[src/rtl/seq_sched_rr.sv]
// seq_sched_rr: round-robin owner arbitration in front of one shared 4-phase one-hot sequencer.
// Latency: req sampled -> gnt/seq_start after 1 edge; nominal pass holds gnt 5 cycles, then done pulses 1 cycle.
// Backpressure: requesters hold level req; nothing is granted while an operation or an error is outstanding.
module seq_sched_rr #(
  parameter int  N_REQ   = 4,
  parameter int  TIMEOUT = 15,
  localparam int IDW     = $clog2(N_REQ)
) (
  input  logic             clk,
  input  logic             reset,
  input  logic [N_REQ-1:0] req,
  output logic [N_REQ-1:0] gnt,
  output logic [N_REQ-1:0] done,
  output logic [IDW-1:0]   owner_id,
  output logic             seq_start,
  input  logic [3:0]       seq_phase,
  output logic             busy,
  output logic             err,
  input  logic             err_clr
);

  localparam int TW = $clog2(TIMEOUT + 1);

  localparam logic [3:0] P1 = 4'b1000;
  localparam logic [3:0] P2 = 4'b0100;

  typedef enum logic [1:0] {IDLE, LAUNCH, RUN, ERROR} state_t;

  state_t         state;
  logic [IDW-1:0] rr_ptr;
  logic [TW-1:0]  tcnt;
  logic [3:0]     last_phase;

  logic             win_vld;
  logic [IDW-1:0]   win_idx;
  logic [IDW-1:0]   cand;
  logic [N_REQ-1:0] win_onehot;
  logic [3:0]       next_phase;
  logic             stall_expired;
  logic [IDW-1:0]   ptr_after;

  // Pick the first requester at or above rr_ptr, wrapping around the requester ring.
  always_comb begin
    win_vld = 1'b0;
    win_idx = '0;
    cand    = '0;
    for (int k = 0; k < N_REQ; k++) begin
      cand = IDW'((int'(rr_ptr) + k) % N_REQ);
      if (!win_vld && req[cand]) begin
        win_vld = 1'b1;
        win_idx = cand;
      end
    end
  end

  // Derived helpers: one-hot grant vector, legal next phase, stall limit, and pointer after completion.
  always_comb begin
    win_onehot          = '0;
    win_onehot[win_idx] = win_vld;
    next_phase          = {last_phase[0], last_phase[3:1]};
    stall_expired       = (int'(tcnt) + 1) >= TIMEOUT;
    ptr_after           = (owner_id == IDW'(N_REQ - 1)) ? '0 : owner_id + IDW'(1);
  end

  // Scheduler FSM: all outputs are registered and updated together with the state.
  always_ff @(posedge clk or posedge reset) begin
    if (reset) begin
      state      <= IDLE;
      gnt        <= '0;
      done       <= '0;
      owner_id   <= '0;
      seq_start  <= 1'b0;
      busy       <= 1'b0;
      err        <= 1'b0;
      rr_ptr     <= '0;
      tcnt       <= '0;
      last_phase <= P1;
    end else begin
      done <= '0;
      case (state)
        IDLE: begin
          if (win_vld) begin
            gnt        <= win_onehot;
            owner_id   <= win_idx;
            seq_start  <= 1'b1;
            busy       <= 1'b1;
            tcnt       <= '0;
            last_phase <= P1;
            state      <= LAUNCH;
          end
        end

        LAUNCH: begin
          if (seq_phase == P1) begin
            // Sequencer has not picked up the start yet; keep start asserted and count.
            if (stall_expired) begin
              tcnt      <= TW'(TIMEOUT);
              gnt       <= '0;
              seq_start <= 1'b0;
              busy      <= 1'b0;
              err       <= 1'b1;
              state     <= ERROR;
            end else begin
              tcnt <= tcnt + TW'(1);
            end
          end else if (seq_phase == P2) begin
            seq_start  <= 1'b0;
            last_phase <= P2;
            tcnt       <= '0;
            state      <= RUN;
          end else begin
            gnt       <= '0;
            seq_start <= 1'b0;
            busy      <= 1'b0;
            err       <= 1'b1;
            state     <= ERROR;
          end
        end

        RUN: begin
          if (seq_phase == last_phase) begin
            if (stall_expired) begin
              tcnt  <= TW'(TIMEOUT);
              gnt   <= '0;
              busy  <= 1'b0;
              err   <= 1'b1;
              state <= ERROR;
            end else begin
              tcnt <= tcnt + TW'(1);
            end
          end else if (seq_phase == next_phase) begin
            tcnt       <= '0;
            last_phase <= seq_phase;
            // Returning to P1 after P4 closes the pass and hands the token on.
            if (seq_phase == P1) begin
              done   <= gnt;
              gnt    <= '0;
              busy   <= 1'b0;
              rr_ptr <= ptr_after;
              state  <= IDLE;
            end
          end else begin
            gnt   <= '0;
            busy  <= 1'b0;
            err   <= 1'b1;
            state <= ERROR;
          end
        end

        ERROR: begin
          // Sticky until explicitly cleared; pending requests wait for the IDLE cycle after the clear.
          if (err_clr) begin
            err   <= 1'b0;
            state <= IDLE;
          end
        end

        default: begin
          state <= IDLE;
        end
      endcase
    end
  end

endmodule

[config.mk]
export PLATFORM = sky130hd
export DESIGN_NAME = seq_sched_rr
export DESIGN_NICKNAME = d
export VERILOG_FILES = /design/src/rtl/seq_sched_rr.sv
export SDC_FILE = /design/constraint.sdc
export NUM_CORES = 1
export LEC_CHECK = 0
export CAP_MARGIN = 20
export CORE_MARGIN = 1.5
export CORE_UTILIZATION = 50
export CTS_BUF_LIST = sky130_fd_sc_hd__clkbuf_2 sky130_fd_sc_hd__clkbuf_4 sky130_fd_sc_hd__clkbuf_8
export CTS_CLUSTER_DIAMETER = 80
export CTS_CLUSTER_SIZE = 28
export DETAILED_ROUTE_END_ITERATION = 7
export PLACE_DENSITY = 0.86
export SLEW_MARGIN = 20
export SYNTH_ARGS = -nofsm -noshare
export SYNTH_HDL_FRONTEND = slang
export SYNTH_SLANG_ARGS = --single-unit
[constraint.sdc]
create_clock -name clk -period 3.9 [get_ports clk]
set_clock_uncertainty 0.15 [all_clocks]
set_input_delay 0.78 -clock clk [delete_from_list [all_inputs] [get_ports clk]]
set_output_delay 0.78 -clock clk [all_outputs]
set_load 0.02 [all_outputs]
==> summary by stage, run 1 <==
Status
The flow ran to the end, and the final reports show no timing, DRC or antenna violations.

Route
For this run, the detailed router's first-pass iteration total came to 4. Once detail routing completed, the nets flagged for antenna violations numbered 0. The final wirelength is 3.75 mm. Dividing the detail-routed via count by the number of cells gives 6.00. The violation count after the first detailed-routing iteration is 54. Across all layers, the routed design uses 1,423 vias. After detailed routing, the number of remaining DRC violations is 0. Dividing the detail-routed wire length by the instance count gives 15.8 um.

Logic synthesis
The synthesized instance count is 169. The number of distinct standard cells referenced by the synthesized netlist is 50. After Yosys synthesis, and, or, nand and nor cells account for 20.5% of the synthesized area.

The compound-gate portion of the synthesized area is 22.9%. Counting flops and latches in the post-synthesis netlist gives 25. The synthesized area per cell is 9.71 sq um. The xor/xnor cell area share of the yosys netlist is 4.27%. The post-synthesis share of cell area spent on full adders, half adders and majority gates is 5.34%. During synthesis, Yosys emitted a total of 0 warnings.

By area, the combinational part of the netlist is dominated by compound AO/OA/AOI/OAI gates. The netlist area before placement is 1640 sq um. Synthesis produced a netlist with a net count of 187.

The share of flip-flops with an asynchronous set or reset after synthesis is 100%. The register area share after synthesis is 38.2%. For this run, the leading register cell type out of synthesis is dfrtp_1.

The multiplexer share of the synthesized area is 5.34%. Yosys mapped a number of flops with a built-in enable equal to 0.

Timing
After layout, the worst path uses 77.7% of the clock period. Setup violations remaining at the end of the flow were counted as 0. The smallest clock period supported by the final layout is computed as 3.03 ns. Summed over all failing endpoints, the final setup total negative slack is 0 ns. In this run the tightest slew margin relative to its limit is 38.3%.

The worst-case hold slack is 0.374 ns. The highest attainable clock frequency is 0.330 GHz. Setup repair after global routing left no endpoint under its margin. The final number of max-transition violations came to 0. For the pin with the worst max-slew slack, the measured transition is 0.924 ns. The final-report hold violation count is 0.

Global route
The total overflow left after global routing is 0. The number of antenna violations at the first check in global routing is 0. The first global-routing pass estimated 6.35 mm of wire. The overall routing resource usage is 23.4%. Entering global routing, the biggest net connects 26 pins.

The via count of the first global-routing pass came to 1,405.

Critical path
The signal on the critical path passes through clkdlybuf4s50_1, xor2_1, nor4_1, a21oi_1, o211ai_1, mux2_2. The worst setup path category is in2reg. The largest individual stage delay along the critical path comes from the cell nor4_1. For the worst setup path, the data required time is 3.99 ns. Data on the critical path arrives at its endpoint at 3.12 ns. The nature of the critical path endpoint is a flip-flop. The critical path launch point type is an input pin.

The largest single stage delay on the critical path is 0.69 ns. The top fanout value on the critical path is 6.

Final layout
Summing all flip-flop and latch instances after layout gives 627 sq um. After routing the design area is 1950 sq um. The share of cells above drive strength 1 is 10.4%.

The net count of the finished layout is 212. The count of antenna diodes in the layout is 0. The area growth from synthesis to layout is 18.5%. The top cell types in the final layout, fill and taps aside, are dfrtp_1 (24), clkdlybuf4s50_1 (23), nand2_1 (14), inv_1 (12). The final-layout fill cell count is 271.

The library cell used most frequently in the layout, excluding fill and tap cells, is dfrtp_1. In the final layout, the multi-input gates occupy 958 sq um. The post-route non-filler standard cell count is 237.

Die
The floorplan has 20 rows. The floorplan step set the die width to 60.3 um. The die covers 3640 sq um. The core region is 3080 sq um.

Pin placement for this block handled 24 I/O pins. The overall die height is 60.3 um. The initial core utilization is 53.3%.

Placement
The cell total after placement is 233. The placer's final routability congestion estimate is 0.915. The half-perimeter wire length of the detailed placement result is 2.86 mm. After detailed placement, the total cell area comes to 1920 sq um. During placement, the flow inserted port buffers numbering 23.

Clock network
In this run the post-CTS setup repair buffer count came out at 0. The clock tree buffer depth is 2. For the worst-skew pair, the clock arrives at the later sink with an insertion delay of 0.33 ns.

The H-tree depth is 1. The clock-pin slew reported for the worst setup and hold paths after clock tree synthesis is 0.14 ns. The number of buffers created by CTS is 3. TritonCTS built the clock tree. In this run, post-CTS repair resized a total of 0 instances.

Buffers inserted to repair hold after CTS numbered 0. The clock net in this run drives a total of 25 sinks. Clock tree synthesis selected as its root buffer the cell clkbuf_4.

Pwr
In this run, the combinational gates consume 59.8% of the power. Across the VDD grid, the largest voltage drop is 0.337 mV. Net switching is 44.3% of the power.

Per report_power, the sequential group accounts for 30.7% of the total. In this run the static leakage power is 0.815 nW. Overall power consumption after layout is estimated at 1.29 mW.

The clock power share is 9.5%. The internal portion of the total power is 0.718 mW. For this design the total switching power over the nets is 0.572 mW. The power density over the cells is 663 nW/um^2.

Job
The max-cap check violation count is 0.

Min path
The tightest min-delay check is of the reg2reg type.
==> layer usage <==
metal / vias up / routed length (um) / global-route usage [%]
met4: 0 / 92 / 10.2
met5: - / 0 / 0
met1: 677 / 1530 / 27.2
met2: 63 / 1870 / 42.5
li1: 670 / - / -
met3: 13 / 259 / 3.25
==> registers in the layout, summed over array words and instances, names as in the netlist, 2 cells and up <==
register / cells
done: 4
gnt: 4
last_phase: 4
owner_id: 2
rr_ptr: 2
state: 2
tcnt: 4
==> critical path: cells and delay by family <==
kind                      cells  cell delay [ns]
AOI/OAI and AO/OA             2             0.45
xor gates and xnor gates      1             0.18
buffers and inverters         1             0.63
muxes                         1             0.39
and+or+nand+nor               1             0.69
==> through the flow <==
stage	worst slack (ns)	utilization [%]
after floorplan	1.50	-
after global placement	0.801	62.2
after detailed placement	0.611	62.2
after CTS	0.975	63.2
after global routing	0.824	63.2
final	0.871	63.2
==> power groups by stage <==
stage | Sequential (mW) | Clock (mW) | Combinational (mW)
after global placement | 0.394 | 0 | 0.740
after global routing | 0.404 | 0.140 | 0.840
after detailed placement | 0.400 | 0 | 0.763
after CTS | 0.394 | 0.127 | 0.768
after floorplan | 0.432 | 0 | 0.519
final | 0.396 | 0.122 | 0.772
==> cells in the mapped netlist, types with 2 or more instances <==
master | number | share of area (%)
clkbuf_1 | 2 | 0.46
xor2_1 | 4 | 2.1
o21ba_2 | 2 | 1.2
nand2b_1 | 3 | 1.1
nor2_1 | 10 | 2.3
mux2i_1 | 2 | 1.2
o21ai_0 | 2 | 0.61
inv_1 | 12 | 2.7
a31oi_1 | 3 | 1.1
nor3_1 | 3 | 0.91
o22ai_1 | 3 | 1.1
nor4_1 | 4 | 1.5
a21oi_1 | 10 | 3.0
a21boi_0 | 2 | 0.91
mux2_2 | 6 | 4.1
xnor2_1 | 4 | 2.1
dfrtp_1 | 24 | 37
o31ai_1 | 2 | 0.91
o211ai_1 | 2 | 0.91
nand2_1 | 14 | 3.2
a21o_2 | 2 | 1.1
nand3b_1 | 2 | 0.91
nor2b_1 | 6 | 2.3
a311oi_1 | 2 | 1.1
a32o_1 | 2 | 1.2
nor4b_1 | 2 | 1.1
a22o_1 | 2 | 1.1
nand3_1 | 4 | 1.2
ha_1 | 7 | 5.3
and2_1 | 6 | 2.3
==> worst paths after layout <==
kind / from / end / slack, ns / depth (start not counted)
setup / recovery: seq_phase[0] / last_phase[2]$_DFFE_PP0P_ / 0.87 / 6
hold / removal: gnt[0]$_DFFE_PP0P_ / gnt[0]$_DFFE_PP0P_ / 0.37 / 1
setup reg to reg: tcnt[0]$_DFFE_PP0P_ / err$_DFFE_PP0P_ / 1.25 / 7
hold reg to reg: gnt[0]$_DFFE_PP0P_ / gnt[0]$_DFFE_PP0P_ / 0.37 / 1
min in group asynchronous: reset / gnt[2]$_DFFE_PP0P_ / 0.79 / 2
max in group asynchronous: reset / err$_DFFE_PP0P_ / 2.25 / 2
==> kinds of logic after synthesis <==
kind of cell | Yosys count
AND/OR/NAND/NOR | 61
AO/OA/AOI/OAI | 45
flip-flops | 25
buffers and inverters | 15
XOR/XNOR | 8
multiplexers | 8
adder cells (fa/ha/maj) | 7
==> cell type report <==
type,instances,area share [%]
Multi-Input combinational cell,129,49.3
Sequential cell,25,32.2
Timing Repair Buffer,23,11.8
Tap cell,44,2.83
Inverter,12,2.32
Clock buffer,3,1.16
Clock inverter,1,0.386
No activity file was read; power rests on OpenSTA's default activity.
==> inputs of run 2 (changes only) <==
==> constraint.sdc (replaced) <==
create_clock -name clk -period 3.2 [get_ports clk]
set_clock_uncertainty 0.15 [all_clocks]
set_input_delay 0.64 -clock clk [delete_from_list [all_inputs] [get_ports clk]]
set_output_delay 0.64 -clock clk [all_outputs]
set_load 0.02 [all_outputs]
==> summary by stage, run 2 (synthesis gave the netlist of run 1 again) <==
Pwr
The power density over the cells is 806 nW/um^2 (+22%). The switching power total is 0.696 mW (+22%). The leakage power of the design was 0.835 nW (+2.4%).

The portion of total power attributed to combinational logic is 60.3% (+0.5 points). The internal power contribution is 0.890 mW (+24%). The proportion of power drawn by flip-flops and latches is 30.2% (-0.5 points). The clock power share is 9.4% (about the same). The proportion of total power due to net switching is 43.9% (-0.44 points). The maximum ir drop on the vdd rail is 0.528 mV (+56%).

Route
The total number of vias came to 1,475 (+3.7%). The post-route antenna net violation count was 0 (unchanged). The violation count after the first detailed-routing iteration came to 92 (+70%). The via-per-instance ratio was 6.15 (+2.4%). The final wirelength is 3.70 mm (-1.5%). The first-pass iteration count of the detailed router is 5 (+1). The routed length per placed instance was 15.4 um (-2.7%). The number of remaining DRC errors was 0 (unchanged).

Final layout
The post-route core utilization is 63.9% (+0.73 points). The number of nets in the finished design is 215 (+1.4%). The count of antenna diodes in the layout is 0 (unchanged). The library cell used most frequently in the layout, excluding fill and tap cells, is dfrtp_1. The layout overhead on the synthesized area is 19.9%. The share of cells above drive strength 1 came to 11.7% (+1.4 points). The top cell types in the final layout, fill and taps aside, are dfrtp_1 (24), clkdlybuf4s50_1 (23), nand2_1 (14), inv_1 (12).

Min path
The tightest min-delay check is of the reg2reg type. The startpoint identified for the worst hold timing path is gnt[0]$_DFFE_PP0P_. The number of cells on the worst hold path is 1 (unchanged).

The worst hold path terminates at gnt[0]$_DFFE_PP0P_.

Critical path
STA classifies the critical path startpoint as an input pin. The data arrival at the endpoint of the critical path is 2.86 ns (-0.26 ns). The worst-case register-to-register setup slack came to 0.57 ns (-0.68 ns).

The number of cell instances on the worst register-to-register path was 7 (unchanged). The nature of the critical path endpoint is a flip-flop. The top fanout value on the critical path is 6 (unchanged).

The capturing point of the worst reg2reg path is err$_DFFE_PP0P_. The data required time at the worst endpoint is 3.27 ns (-0.72 ns). The worst setup path is of the in2reg kind. In this run the critical register-to-register path is launched from tcnt[0]$_DFFE_PP0P_.

Die
The initial core utilization came to 53.3% (unchanged). The row count is 20 (unchanged). The die outline area is 3640 sq um (unchanged). The count of boundary I/O pins came to 24 (unchanged). The die outline width came to 60.3 um (unchanged). The overall die height is 60.3 um (unchanged). The floorplan core area is 3080 sq um (unchanged).

Timing
The slew at the pin with the worst max-slew slack is 0.940 ns (+0.0165 ns). The final setup violation count is 0 (unchanged). The final critical path time including I/O delays and setup is 2.79 ns. The final-report hold violation count is 0 (unchanged).

The worst path uses 87.0% of the clock period. Setup repair after global routing left no endpoint under its margin. The final number of max-transition violations is 0 (unchanged). The worst-case hold slack was 0.375 ns (+0.00112 ns). The highest attainable clock frequency is 0.359 GHz. The setup TNS is 0 ns (unchanged).

The relative max-transition margin is 37.2% (-1.1 points).

Clock network
The count of instances resized after the clock tree is built is 0 (unchanged). The setup fix buffers added after clock tree synthesis is 0 (unchanged). The clock-pin slew reported for the worst setup and hold paths after clock tree synthesis is 0.14 ns (about the same). The clock latency at the later pin of the worst-skew pair is 0.32 ns (about the same). The clock tree buffer depth came to 2 (unchanged). The number of buffers created by CTS is 3 (unchanged). The H-tree depth is 1 (unchanged).

The total of hold buffers inserted after clock tree synthesis is 0 (unchanged). The number of sinks driven by the clock tree is 25 (unchanged). The CTS root buffer is clkbuf_4. TritonCTS built the clock tree.

Global route
The wire length of the first global-routing pass was 6.10 mm (-3.9%). The pin count of the biggest net entering global routing is 26 (unchanged). The number of antenna violations at the first check in global routing is 0 (unchanged). The overall routing resource usage is 22.6% (-0.78 points).

The remaining global-route overflow is 0 (unchanged). The via count of the first global-routing pass is 1,419 (+1.0%).

Status
The run finished with clean final reports.

Placement
The placer's final routability congestion estimate is 0.988 (+8.0%). The half-perimeter wire length of the detailed placement result is 2.87 mm (+0.42%). The quantity of I/O buffers inserted on ports is 23 (unchanged).

Job
The max-cap check violation count is 0 (unchanged).
[run 2: cell count changes in the layout (fill, tap and decap cells not counted)]
cell        change
clkinvlp_4      -1
clkbuf_4        +1
buf_4           +3
[run 2: worst max path at each step]
| stage | start | to | cells after the start |
|---|---|---|---|
| 5_1_grt | seq_phase[0] | last_phase[2]$_DFFE_PP0P_ | 6 |
| 2_1_floorplan | seq_phase[1] | gnt[2]$_DFFE_PP0P_ | 5 |
| 6_report | seq_phase[1] | last_phase[2]$_DFFE_PP0P_ | 6 |
| 3_5_place_dp | seq_phase[0] | rr_ptr[1]$_DFFE_PP0P_ | 4 |
| 4_1_cts | seq_phase[0] | rr_ptr[1]$_DFFE_PP0P_ | 4 |
| 3_3_place_gp | seq_phase[0] | rr_ptr[1]$_DFFE_PP0P_ | 4 |
[run 2: final cells by class]
type,count,area (sq um)
clock buffers,4,30.0
fillers,242,1110
inverters,12,45.0
multi-input cells,129,958
flip-flops and latches,25,627
well taps,44,55.1
repair buffers,26,253
[run 2: stage by stage]
step | area [sq um] | cells | setup WS, ns | total power, mW
5_1_grt | 1970 | 240 | 0.303 | 1.70
2_1_floorplan | 1640 | 169 | 0.944 | 1.16
4_1_cts | 1970 | 240 | 0.477 | 1.58
3_5_place_dp | 1940 | 236 | 0.137 | 1.42
3_3_place_gp | 1940 | 236 | 0.190 | 1.38
6_report | 1970 | 240 | 0.415 | 1.59
[run 2: per-layer routing]
metal	global-route usage (%)	vias up	share of wire, %
met1	26.3	698	40
met3	3.46	8	7.5
met4	10.5	0	1.7
met5	0	-	0
li1	-	681	-
met2	40.5	88	51
[run 2: critical path, stage by stage]
cell	delay, ns
clkdlybuf4s50_1	0.63
xor2_1	0.18
nor4_1	0.49
a21oi_1	0.19
o211ai_1	0.32
mux2_2	0.40
[run 2: power groups by stage]
stage,Combinational [mW],Sequential (mW),Clock [mW]
3_5_place_dp,0.938,0.486,0
2_1_floorplan,0.632,0.526,0
3_3_place_gp,0.901,0.480,0
4_1_cts,0.943,0.479,0.153
6_report,0.957,0.479,0.149
5_1_grt,1.04,0.493,0.166
==> inputs of run 3 (changes only) <==
--- a/config.mk
+++ b/config.mk
@@ -12,6 +12,7 @@
 export CTS_CLUSTER_DIAMETER = 80
 export CTS_CLUSTER_SIZE = 28
 export DETAILED_ROUTE_END_ITERATION = 7
+export GPL_ROUTABILITY_DRIVEN = 0
 export PLACE_DENSITY = 0.86
 export SLEW_MARGIN = 20
 export SYNTH_ARGS = -nofsm -noshare
==> summary by stage, run 3 (synthesis gave the netlist of run 1 again) <==
Global route
The routing usage on met1 is 26.9% (+0.57 points). The wire length of the first global-routing pass came to 6.37 mm (+4.4%). After global routing, the most crowded layer is met2. The met2 track demand over resource is 42.4% (+1.9 points). The number of antenna violations at the first check in global routing is 0 (unchanged).

The via count of the first global-routing pass is 1,472 (+3.7%). The overall routing resource usage is 22.9% (+0.33 points). The pin count of the biggest net entering global routing is 26 (unchanged). The remaining global-route overflow came to 0 (unchanged).

The global-route track usage on met3 is 2.81% (-0.65 points).

Route
The routed length per placed instance is 15.7 um (+1.9%). The via-per-instance ratio is 5.99 (-2.5%). The post-route antenna net violation count is 0 (unchanged).

The number of remaining DRC errors came to 0 (unchanged). The violation count after the first detailed-routing iteration is 83 (-9.8%). The first-pass iteration count of the detailed router is 4 (-1). The final wirelength is 3.78 mm (+2.3%). The total number of vias is 1,444 (-2.1%).

Placement
The minimum setup slack after placement is 0.0841 ns (-0.0531 ns). The half-perimeter wire length of the detailed placement result is 2.96 mm (+3.2%). The quantity of I/O buffers inserted on ports is 23 (unchanged).

Critical path
The capturing point of the worst reg2reg path is err$_DFFE_PP0P_. In this run the critical register-to-register path is launched from tcnt[0]$_DFFE_PP0P_. The worst-case register-to-register setup slack is 0.56 ns (about the same). The critical path in this run is classified as in2reg. The data arrival at the endpoint of the critical path came to 2.85 ns (about the same). The nature of the critical path endpoint is a flip-flop. The number of cell instances on the worst register-to-register path is 7 (unchanged).

The worst stage delay on the critical path is 0.67 ns (+0.04 ns). For this design, the slowest cell found on the critical path is nor3_1. The signal on the critical path passes through clkdlybuf4s50_1, xor2_1, o41ai_4, nor3_1, mux2_2. The data required time at the worst endpoint is 3.27 ns (about the same).

The top fanout value on the critical path was 8 (+2). The worst setup path is launched from an input pin.

Timing
The final number of max-transition violations is 0 (unchanged). The relative max-transition margin is 39.4% (+2.2 points). The highest attainable clock frequency is 0.360 GHz (+0.17%). Setup repair after global routing left no endpoint under its margin.

The ratio of final minimum period to clock period is 86.9% (-0.14 points). The post-layout worst setup margin was 0.420 ns (+0.00460 ns). The worst-case hold slack is 0.380 ns (+0.00505 ns).

The final setup violation count is 0 (unchanged). The final-report hold violation count is 0 (unchanged). The slew at the pin with the worst max-slew slack was 0.903 ns (-0.0373 ns).

The setup TNS came to 0 ns (unchanged). The final critical path time including I/O delays and setup is 2.78 ns (-0.00460 ns).

Clock network
The setup fix buffers added after clock tree synthesis came to 0 (unchanged). The number of buffers created by CTS is 3 (unchanged). The clock-pin slew reported for the worst setup and hold paths after clock tree synthesis is 0.15 ns (about the same). The tree is rooted in a clkbuf_4. The CTS tree is yes.

The clock tree buffer depth is 2 (unchanged). The count of instances resized after the clock tree is built was 0 (unchanged). The total of hold buffers inserted after clock tree synthesis is 0 (unchanged).

The clock latency at the later pin of the worst-skew pair is 0.32 ns (about the same). The H-tree depth is 1 (unchanged). The number of sinks driven by the clock tree is 25 (unchanged).

Final layout
The share of cells above drive strength 1 is 12.2% (+0.45 points). The count of antenna diodes in the layout is 0 (unchanged). The most frequent standard cell in the layout excluding fill and tap cells is dfrtp_1. The sequential cell area in the final layout is 627 sq um (unchanged). Compared with the post-synthesis result, the final layout area differs by 20.8%. The number of nets in the finished design is 216 (+0.47%).

The top cell types in the final layout, fill and taps aside, are dfrtp_1 (24), clkdlybuf4s50_1 (23), nand2_1 (14), inv_1 (12). The multi-input gate area in the final layout is 958 sq um (unchanged). The final-layout fill cell count is 266 (+9.9%).

Die
The overall die height is 60.3 um (unchanged). The die outline width is 60.3 um (unchanged). The row count is 20 (unchanged). The count of boundary I/O pins is 24 (unchanged). The die outline area came to 3640 sq um (unchanged). The floorplan core area is 3080 sq um (unchanged). The initial core utilization was 53.3% (unchanged).

Pwr
The leakage power of the design is 0.838 nW (+0.36%). The maximum ir drop on the vdd rail came to 0.512 mV (-3.0%). The power density over the cells is 799 nW/um^2 (-0.84%).

Min path
The number of cells on the worst hold path came to 1 (unchanged). The worst hold path belongs to the class reg2reg. The endpoint of the worst hold-timing path is gnt[1]$_DFFE_PP0P_. The startpoint of the worst hold path is gnt[1]$_DFFE_PP0P_.

Status
The run finished with clean final reports.

Job
The max-cap check violation count is 0 (unchanged).
## run 3: changes by cell type in the layout (fill, tap and decap cells not counted)
cell,previous run,this run
buf_8,0,1
clkbuf_4,4,3
clkinvlp_4,0,1
## run 3: cell type report
| type | count | share of cell area, % |
|---|---|---|
| Clock buffer | 3 | 1.14 |
| Clock inverter | 1 | 0.379 |
| Inverter | 12 | 2.27 |
| Multi-Input combinational cell | 129 | 48.3 |
| Sequential cell | 25 | 31.6 |
| Tap cell | 44 | 2.78 |
| Timing Repair Buffer | 27 | 13.5 |
## run 3: power by group
part / total [mW] / switching, mW / internal (mW) / leakage [nW]
clock: 0.146 / 0.0985 / 0.0476 / 0.0139
combinational: 0.957 / 0.528 / 0.429 / 0.502
sequential: 0.481 / 0.0763 / 0.405 / 0.322
total: 1.58 / 0.703 / 0.882 / 0.838
## run 3: routing by layer
| layer | vias up | part of all wire, % |
|---|---|---|
| li1 | 682 | - |
| met1 | 683 | 40 |
| met2 | 70 | 51 |
| met3 | 9 | 7.3 |
| met4 | 0 | 1.2 |
| met5 | - | 0 |
## run 3: worst max path at each step
stage,from,end,cells past startpoint,slack [ns]
6_report,seq_phase[1],rr_ptr[1]$_DFFE_PP0P_,5,0.42
4_1_cts,seq_phase[0],rr_ptr[1]$_DFFE_PP0P_,5,0.44
2_1_floorplan,seq_phase[1],gnt[2]$_DFFE_PP0P_,5,0.94
5_1_grt,seq_phase[1],rr_ptr[1]$_DFFE_PP0P_,5,0.29
3_5_place_dp,seq_phase[0],rr_ptr[1]$_DFFE_PP0P_,5,0.08
3_3_place_gp,seq_phase[0],rr_ptr[1]$_DFFE_PP0P_,4,0.18
## run 3: per-stage QoR
stage	util, %	instance area, sq um	total power, mW	cells
after floorplan	-	1640	1.16	169
after global placement	63.0	1940	1.38	236
after detailed placement	63.0	1940	1.43	236
after CTS	63.9	1970	1.58	240
after global routing	64.4	1980	1.70	241
final	64.4	1980	1.58	241
## run 3: worst max-delay path, delay by kind of cell
kind	cells	cell delay, ns
compound gates	1	0.19
xor+xnor	1	0.32
buf+inv	1	0.63
mux	1	0.40
simple gates	1	0.67
